--- config.mk ---
export PLATFORM = sky130hd
export DESIGN_NAME = ras_ckpt_stack
export DESIGN_NICKNAME = d
export VERILOG_FILES = /design/src/rtl/ras_ckpt_stack.sv
export SDC_FILE = /design/constraint.sdc
export NUM_CORES = 1
export LEC_CHECK = 0
export CELL_PAD_IN_SITES_DETAIL_PLACEMENT = 1
export CELL_PAD_IN_SITES_GLOBAL_PLACEMENT = 2
export CORE_ASPECT_RATIO = 0.9
export CORE_MARGIN = 3
export CORE_UTILIZATION = 51
export CTS_BUF_LIST = sky130_fd_sc_hd__clkbuf_16
export DETAILED_ROUTE_END_ITERATION = 6
export GPL_TIMING_DRIVEN = 0
export MAX_ROUTING_LAYER = met4
export PLACE_DENSITY = 0.89
export SYNTH_ARGS = -nofsm -noshare
export SYNTH_HDL_FRONTEND = slang
export SYNTH_SLANG_ARGS = --single-unit
--- constraint.sdc ---
create_clock -name clk -period 7.91 [get_ports clk]
set_input_delay 1.582 -clock clk [delete_from_list [all_inputs] [get_ports clk]]
set_output_delay 1.582 -clock clk [all_outputs]
set_load 0.02 [all_outputs]
--- src/rtl/ras_ckpt_stack.sv ---
// ras_ckpt_stack: circular return address stack for the IF stage with
// ticket-indexed checkpoints. Predicted calls push and predicted returns pop.
// A misprediction restores a saved snapshot, or flushes the stack if the
// snapshot slot was never saved. Pushing onto a full stack overwrites the
// oldest entry.
module ras_ckpt_stack #(
  parameter int PC_BITS     = 32,
  parameter int RAS_DEPTH   = 8,
  parameter int TICKET_BITS = 3
) (
  input  logic                           clk,
  input  logic                           rst,
  input  logic                           push_i,
  input  logic [PC_BITS-1:0]             push_pc_i,
  input  logic                           pop_i,
  output logic [PC_BITS-1:0]             top_pc_o,
  output logic                           top_valid_o,
  output logic [$clog2(RAS_DEPTH+1)-1:0] count_o,
  output logic                           overflow_o,
  output logic                           underflow_o,
  input  logic                           ckpt_save_i,
  input  logic [TICKET_BITS-1:0]         ckpt_tag_i,
  input  logic                           restore_i,
  input  logic [TICKET_BITS-1:0]         restore_tag_i,
  output logic                           restore_err_o,
  input  logic                           flush_i
);

  localparam int PTR_BITS = $clog2(RAS_DEPTH);
  localparam int CNT_BITS = $clog2(RAS_DEPTH + 1);
  localparam int NSLOTS   = 2 ** TICKET_BITS;

  localparam logic [CNT_BITS-1:0] CNT_FULL = CNT_BITS'(RAS_DEPTH);
  localparam logic [CNT_BITS-1:0] CNT_ONE  = CNT_BITS'(1);
  localparam logic [PTR_BITS-1:0] PTR_ONE  = PTR_BITS'(1);

  // Live stack state
  logic [PC_BITS-1:0]  entries [RAS_DEPTH];
  logic [PTR_BITS-1:0] tos;
  logic [CNT_BITS-1:0] count;

  // Checkpoint slots: valid bits plus saved {tos, count, top value}
  logic [NSLOTS-1:0]   ck_valid;
  logic [PTR_BITS-1:0] ck_tos   [NSLOTS];
  logic [CNT_BITS-1:0] ck_count [NSLOTS];
  logic [PC_BITS-1:0]  ck_top   [NSLOTS];

  // Next-state values produced by the update logic
  logic [PTR_BITS-1:0] tos_nxt;
  logic [CNT_BITS-1:0] count_nxt;
  logic                ent_we;
  logic [PTR_BITS-1:0] ent_widx;
  logic [PC_BITS-1:0]  ent_wdata;
  logic                overflow_nxt;
  logic                underflow_nxt;
  logic                restore_err_nxt;
  logic                clear_slots;
  logic                save_en;
  logic [PC_BITS-1:0]  save_top;
  logic [NSLOTS-1:0]   ck_valid_nxt;
  logic                restore_hit;

  assign restore_hit = ck_valid[restore_tag_i];
  assign save_en     = ckpt_save_i && !flush_i;

  // Stack update: flush beats restore, and restore beats push/pop
  always_comb begin
    // NOTE: every signal gets a default before the priority chain; a path
    // that leaves one unassigned would infer a latch.
    tos_nxt         = tos;
    count_nxt       = count;
    ent_we          = 1'b0;
    ent_widx        = tos;
    ent_wdata       = push_pc_i;
    overflow_nxt    = 1'b0;
    underflow_nxt   = 1'b0;
    restore_err_nxt = 1'b0;
    clear_slots     = 1'b0;

    if (flush_i) begin
      tos_nxt     = '0;
      count_nxt   = '0;
      clear_slots = 1'b1;
    end else if (restore_i) begin
      if (restore_hit) begin
        // Only the top entry is saved; deeper entries come from the array.
        tos_nxt   = ck_tos[restore_tag_i];
        count_nxt = ck_count[restore_tag_i];
        ent_we    = 1'b1;
        ent_widx  = ck_tos[restore_tag_i];
        ent_wdata = ck_top[restore_tag_i];
      end else begin
        // An unsaved slot means the history is unknown; start clean.
        tos_nxt         = '0;
        count_nxt       = '0;
        clear_slots     = 1'b1;
        restore_err_nxt = 1'b1;
      end
    end else if (push_i && pop_i) begin
      if (count == '0) begin
        // Pop of nothing plus a push is simply a push.
        tos_nxt   = tos + PTR_ONE;
        count_nxt = CNT_ONE;
        ent_we    = 1'b1;
        ent_widx  = tos + PTR_ONE;
      end else begin
        // Return then call: replace the top in place.
        ent_we   = 1'b1;
        ent_widx = tos;
      end
    end else if (push_i) begin
      tos_nxt  = tos + PTR_ONE;
      ent_we   = 1'b1;
      ent_widx = tos + PTR_ONE;
      if (count == CNT_FULL) begin
        overflow_nxt = 1'b1;
      end else begin
        count_nxt = count + CNT_ONE;
      end
    end else if (pop_i) begin
      if (count == '0) begin
        underflow_nxt = 1'b1;
      end else begin
        tos_nxt   = tos - PTR_ONE;
        count_nxt = count - CNT_ONE;
      end
    end
  end

  // Snapshot content: post-update top, forwarding this cycle's entry write
  always_comb begin
    save_top = entries[tos_nxt];
    if (ent_we && (ent_widx == tos_nxt)) begin
      save_top = ent_wdata;
    end
  end

  // Slot valid bits: a clear happens before a save in the same cycle
  always_comb begin
    ck_valid_nxt = ck_valid;
    if (clear_slots) begin
      ck_valid_nxt = '0;
    end
    if (save_en) begin
      ck_valid_nxt[ckpt_tag_i] = 1'b1;
    end
  end

  // Control state and pulse registers, cleared asynchronously
  always_ff @(posedge clk or posedge rst) begin
    // NOTE: sequential state uses non-blocking assignments so every register
    // samples the values from before the edge.
    if (rst) begin
      tos           <= '0;
      count         <= '0;
      ck_valid      <= '0;
      overflow_o    <= 1'b0;
      underflow_o   <= 1'b0;
      restore_err_o <= 1'b0;
    end else begin
      tos           <= tos_nxt;
      count         <= count_nxt;
      ck_valid      <= ck_valid_nxt;
      overflow_o    <= overflow_nxt;
      underflow_o   <= underflow_nxt;
      restore_err_o <= restore_err_nxt;
    end
  end

  // Return address storage
  always_ff @(posedge clk) begin
    // NOTE: data arrays are not reset; count and the slot valid bits say
    // which contents are meaningful, and top_pc_o is masked while empty.
    if (ent_we) begin
      entries[ent_widx] <= ent_wdata;
    end
  end

  // Checkpoint payloads, guarded by ck_valid
  always_ff @(posedge clk) begin
    if (save_en) begin
      ck_tos[ckpt_tag_i]   <= tos_nxt;
      ck_count[ckpt_tag_i] <= count_nxt;
      ck_top[ckpt_tag_i]   <= save_top;
    end
  end

  assign top_valid_o = (count != '0);
  assign top_pc_o    = top_valid_o ? entries[tos] : '0;
  assign count_o     = count;

endmodule

; ---- Word level (Yosys, flattened, before mapping)
; Memory sizes are Yosys's and may differ from the RTL's.
; Cells that the tools add are included.
[classes]
addsub = 4
n_lt_le_gt_ge = 3
n_eq_ne = 2
muxes = 57
bitwise = 1
n_reduce_logical = 7
[op_table]
columns = operator, n
row1 = $mux 32, 5
row2 = $mux 3, 13
row3 = $mux 4, 9
row4 = $mux 1, 26
row5 = $mux 8, 2
row6 = $lt 3x4->1 const B, 2
row7 = $or 8x8->8, 1
row8 = $add 4x1->4 const B, 1
row9 = $eq 4x4->1 const B, 1
row10 = $logic_and 1x1->1, 4
row11 = $logic_not 4->1, 1
row12 = $reduce_bool 4->1, 1
row13 = $sub 4x1->4 const B, 1
row14 = $add 3x1->3 const B, 1
row15 = $bmux 1 s3, 1
row16 = $demux 1 s3, 1
row17 = $eq 3x3->1, 1
row18 = $ge 3x1->1 const B, 1
row19 = $sub 3x1->3 const B, 1
row20 = $logic_not 1->1, 1
[totals]
ff_bits = 18
ram_bits = 568
wordCells = 84
n_memories = 4
[mem_list]
columns = memory, words, width, rd, rd_ports_with_merged_regs, wr, line
row1 = ck_top, 8, 32, 1, 0, 1, 46  ; logic [PC_BITS-1:0] ck_top [NSLOTS];
row2 = entries, 8, 32, 2, 0, 1, 38  ; logic [PC_BITS-1:0] entries [RAS_DEPTH];
row3 = ck_count, 8, 4, 1, 0, 1, 45  ; logic [CNT_BITS-1:0] ck_count [NSLOTS];
row4 = ck_tos, 8, 3, 1, 0, 1, 44  ; logic [PTR_BITS-1:0] ck_tos [NSLOTS];

; ---- Depth between registers and ports, before layout
[logic_depth]
depth_word = 10
mapped_depth = 13

; ---- Worst setup path before layout
; Ideal clock, no wire load.
[synth_path]
kind = input to register
startpoint = input restore_tag_i[1]
endpoint = memory entries[2][0], enable pin
arrival_time_ps = 5393
slack_ps = 2056
stages = 8
n_path_buf = 1
cell_sequence = buf_4 mux4_2 mux2_2 nand3_1 o2bb2ai_1 and2_1 or3_1 nor3_1
[synth_between]
elab_chain_cells = 7
[synth_rtl]
columns = element, line
row1 = from (decl), 24  ; input logic [TICKET_BITS-1:0] restore_tag_i,
row2 = $bmux 1 s3, 63  ; assign restore_hit = ck_valid[restore_tag_i];
row3 = $mux 1 (implied by the code), 63
row4 = $mux 1, 85  ; if (restore_hit) begin
row5 = $mux 1, 84  ; end else if (restore_i) begin
row6 = $mux 1, 80  ; if (flush_i) begin
row7 = $mux 1, 174  ; if (ent_we) begin
row8 = $mux 1 (implied by the code), 175  ; entries[ent_widx] <= ent_wdata;
row9 = to (decl), 38
; Parallel ways exist; a longest one is shown, timed or not. The select of a mux whose other input is x is not followed.

; ---- Final worst setup path
[layout_path]
startpoint = register tos[1]
endpoint = output top_pc_o[3]
[layout_between]
elab_chain_cells = 2
[layout_rtl]
columns = element, line
row1 = from (decl), 39  ; logic [PTR_BITS-1:0] tos;
row2 = from (signal assigned), 161  ; tos <= tos_nxt;
row3 = $mem_v2 8x32, -
row4 = $mux 32, 189  ; assign top_pc_o = top_valid_o ? entries[tos] : '0;
row5 = to (decl), 16  ; output logic [PC_BITS-1:0] top_pc_o,
; No other way between the ends.

==> impl_results.md <==
* Status: complete, no violations
* Vias at 14500
* Initial antenna violation count at 0
* Core Rows at 76
* Global-route met2 utilization at 46.4%
* Final period util at 77.8%
* Max VDD drop at 0.000186 V
* Top Ports at 85
* Hold/Removal Path Class: flip-flop to flip-flop
* Vias in the first global route at 15700
* Worst EP arrival at 4.57 ns
* Remaining DRCs at 0
* Sum Neg Setup Slack at 0 ns
* Drt wl/cell at 32.1 µm
* Clk root buf: clkbuf_16
* CP max stage delay at 0.87 ns
* Largest net degree at the start of global routing at 23
* CP top delay family: buffers and inverters
* Fill cells at 4155
* GRT Max-Usage Layer: met2
* Nets at 1593
* Post-cts repair resize count at 0
* Die Y at 217 µm
* R2R Setup Slk at 3.04 ns
* Worst hold start: ck_valid[0]
* Slew headroom at 6.40%
* TritonRoute pass-1 iters at 5
* Post-route ant nets at 0
* Total of max-cap violations at 0
* Die area at 52200 µm²
* Ant diodes at 0
* Clock transition at path regs at 0.06 ns
* Pins over their slew limit at 0
* Gpl congestion at 0.793
* Final wirelength at 71.1 mm
* CP startpoint kind: flip-flop
* Synth area leaders: edfxtp_1 (68%), mux4_2 (13%), mux2i_1 (6.8%)
* Period minus WS final at 6.15 ns
* Yosys warns at 0
* Tot Pwr at 7.21 mW
* Dpl hpwl at 47.8 mm
* Fin worst setup slack at 1.76 ns
* Dpl ws at 1.36 ns
* Core area at 48400 µm²
* H-tree depth at 2
* Clock sinks at 586
* Crit path from: tos[1]
* Initial Util at 52.1%
* R2r startpoint: count_o[0]
* Pwr per Cell Area at 246 nW/µm²
* Final hold viol count at 0
* CTS tree: yes
* Max Fclk at 163 MHz
* Clock skew at 0.0166 ns
* Global-route wire length before repair at 104 mm
* Port Buffers at 82
* Via-to-Cell Ratio at 6.57
* CP Max Fanout at 10
* Critical path buffers and inverters at 4
* WP data required at 6.33 ns
* Num CTS Buffers at 58
* Final setup viols at 0
* Max clock buf depth at 3
* Post-route design area at 29300 µm²
* Yosys top cell by area: edfxtp_1
* Synthesized area at 25200 µm²
* Critical path class: flip-flop to primary output
* Layout cell share with drive strength beyond 1 at 22.5%
* Synthesized Nets at 1404
* Met1 usage at 36.7%
* Synth Register Bits at 586
* Post-synthesis cell count at 1354
* Final Hold Slack at 0.475 ns
* Slowest CP cell: buf_1
* Drt first-iter violations at 1729
* Distinct cells, synth at 47
* Top cell type's share of synthesized area at 67.6%
* Critical path endpoint category: primary output
* Post-DP Area at 27600 µm²
* CTS Hold Bufs at 0
* Most common cell on crit path: clkbuf_1
* Static leakage power at 10.2 nW
* Total gr overflow at 0
* Worst-Margin Slew at 1.39 ns
* Area grow syn2layout at 16.4%
* Global Route Usage Sum at 28.5%
* Avg Inst Size Synth at 18.6 µm²
* RSZ-0062 raised after global routing: no
* Clk_lat worst skew at 0.62 ns
* Grt met3 use at 4.97%
* Crit-path cells: clkbuf_1 -> clkbuf_1 -> buf_1 -> mux4_2 -> mux2i_1 -> nor2_1 -> clkdlybuf4s50_1
* Post-CTS Setup Bufs at 0
* Seq/Total Area, Yosys at 69.4%
* DIE WIDTH at 240 µm
-- layout make-up --
type	instances	area (µm²)	area share [%]
inverters	14	52.6	0.179
well taps	624	781	2.66
clock inverters	46	303	1.03
repair buffers	129	1460	4.99
flip-flops and latches	586	17500	59.7
clock buffers	59	1480	5.03
plain buffers	89	415	1.42
multi-input cells	665	7350	25.0
-- metal layers --
layer  share of wire (%)  up-vias  routed length (µm)
li1                    -     5983                   -
met1                  40     7732               28300
met2                  50      668               35200
met3                 7.1      146                5010
met4                 3.5        0                2460
met5                   0        -                   0
-- cell usage after synthesis (all sizes together) --
cell,n
and3,2
o22ai,38
nor3b,3
o21bai,1
o2bb2ai,1
nor4,3
a21o,10
nor3,11
inv,14
edfxtp,568
o211ai,1
a22o,32
o22a,2
dfrtp,18
mux2,35
nand3,7
a2111oi,1
xor2,2
xnor2,3
a31oi,4
a211oi,36
a21oi,9
buf,49
nand4,1
mux4,142
o32a,1
clkbuf,40
nor2,47
o211a,2
and2,2
o221a,1
a221oi,2
o21ai,37
ha,5
or3,3
nand2b,5
o32ai,2
nand2,39
a22oi,2
or2,2
mux2i,171
-- sequential cells by signal, summed over array words and instances, names as in the netlist --
name	flops
count_o	4
entries	256
ck_count	32
ck_top	256
tos	3
ck_tos	24
restore_err_o	1
overflow_o	1
ck_valid	8
underflow_o	1
-- metrics by stage --
| step | instances | util, % |
|---|---|---|
| 3_5_place_dp | 2107 | 56.9 |
| 6_report | 2212 | 60.6 |
| 2_1_floorplan | 1354 | - |
| 5_1_grt | 2212 | 60.6 |
| 3_3_place_gp | 2060 | 55.4 |
| 4_1_cts | 2212 | 60.6 |
-- cell usage in the layout, fill, tap and decap left out, drive strengths merged, types with 2 or more instances in the layout --
cell | synthesis | final
a211oi | 36 | 36
a21o | 10 | 10
a21oi | 9 | 9
a221oi | 2 | 2
a22o | 32 | 32
a22oi | 2 | 2
a31oi | 4 | 4
and2 | 2 | 2
and3 | 2 | 2
buf | 49 | 96
bufinv | 0 | 4
clkbuf | 40 | 99
clkdlybuf4s50 | 0 | 82
clkinv | 0 | 16
clkinvlp | 0 | 3
dfrtp | 18 | 18
edfxtp | 568 | 568
ha | 5 | 5
inv | 14 | 37
mux2 | 35 | 35
mux2i | 171 | 171
mux4 | 142 | 142
nand2 | 39 | 39
nand2b | 5 | 5
nand3 | 7 | 7
nor2 | 47 | 47
nor3 | 11 | 11
nor3b | 3 | 3
nor4 | 3 | 3
o211a | 2 | 2
o21ai | 37 | 37
o22a | 2 | 2
o22ai | 38 | 38
o32ai | 2 | 2
or2 | 2 | 2
or3 | 3 | 3
xnor2 | 3 | 3
xor2 | 2 | 2
-- report_power, final --
| part | switching (mW) | total [mW] | internal [mW] |
|---|---|---|---|
| Clock | 1.16 | 2.63 | 1.47 |
| Sequential | 0.0274 | 3.59 | 3.57 |
| Combinational | 0.616 | 0.990 | 0.375 |
-- worst paths after layout --
| path | cells past startpoint | endpoint |
|---|---|---|
| max in group asynchronous | 2 | ck_valid[4] |
| min in group asynchronous | 2 | overflow_o |
| hold reg to reg | 1 | ck_valid[0] |
| setup / recovery | 7 | top_pc_o[3] |
| setup reg to reg | 12 | ck_top[2][13] |
| hold / removal | 1 | ck_valid[0] |
-- logic make-up (layout without fill, tap and decap cells) --
family	count (synthesis)	in the layout	share of synthesized area [%]
flops	586	586	69.4
mux	348	348	21.0
compound gates	182	182	5.07
simple gates	125	125	2.22
buf+inv	103	337	1.86
fa+ha+maj	5	5	0.248
xor+xnor	5	5	0.174
-- worst reg2reg max path, stage by stage, from the launching register on --
cell and delay (ns):
dfrtp_1 0.47, inv_1 0.12, ha_1 0.22, nor3b_4 0.56
inv_2 0.20, nand2_1 0.21, xnor2_1 0.31, o22a_1 0.23
buf_4 0.22, nor2_1 0.17, clkbuf_1 0.40, a22o_1 0.35
a211oi_1 1.04
No activity file was read; power rests on OpenSTA's default activity.
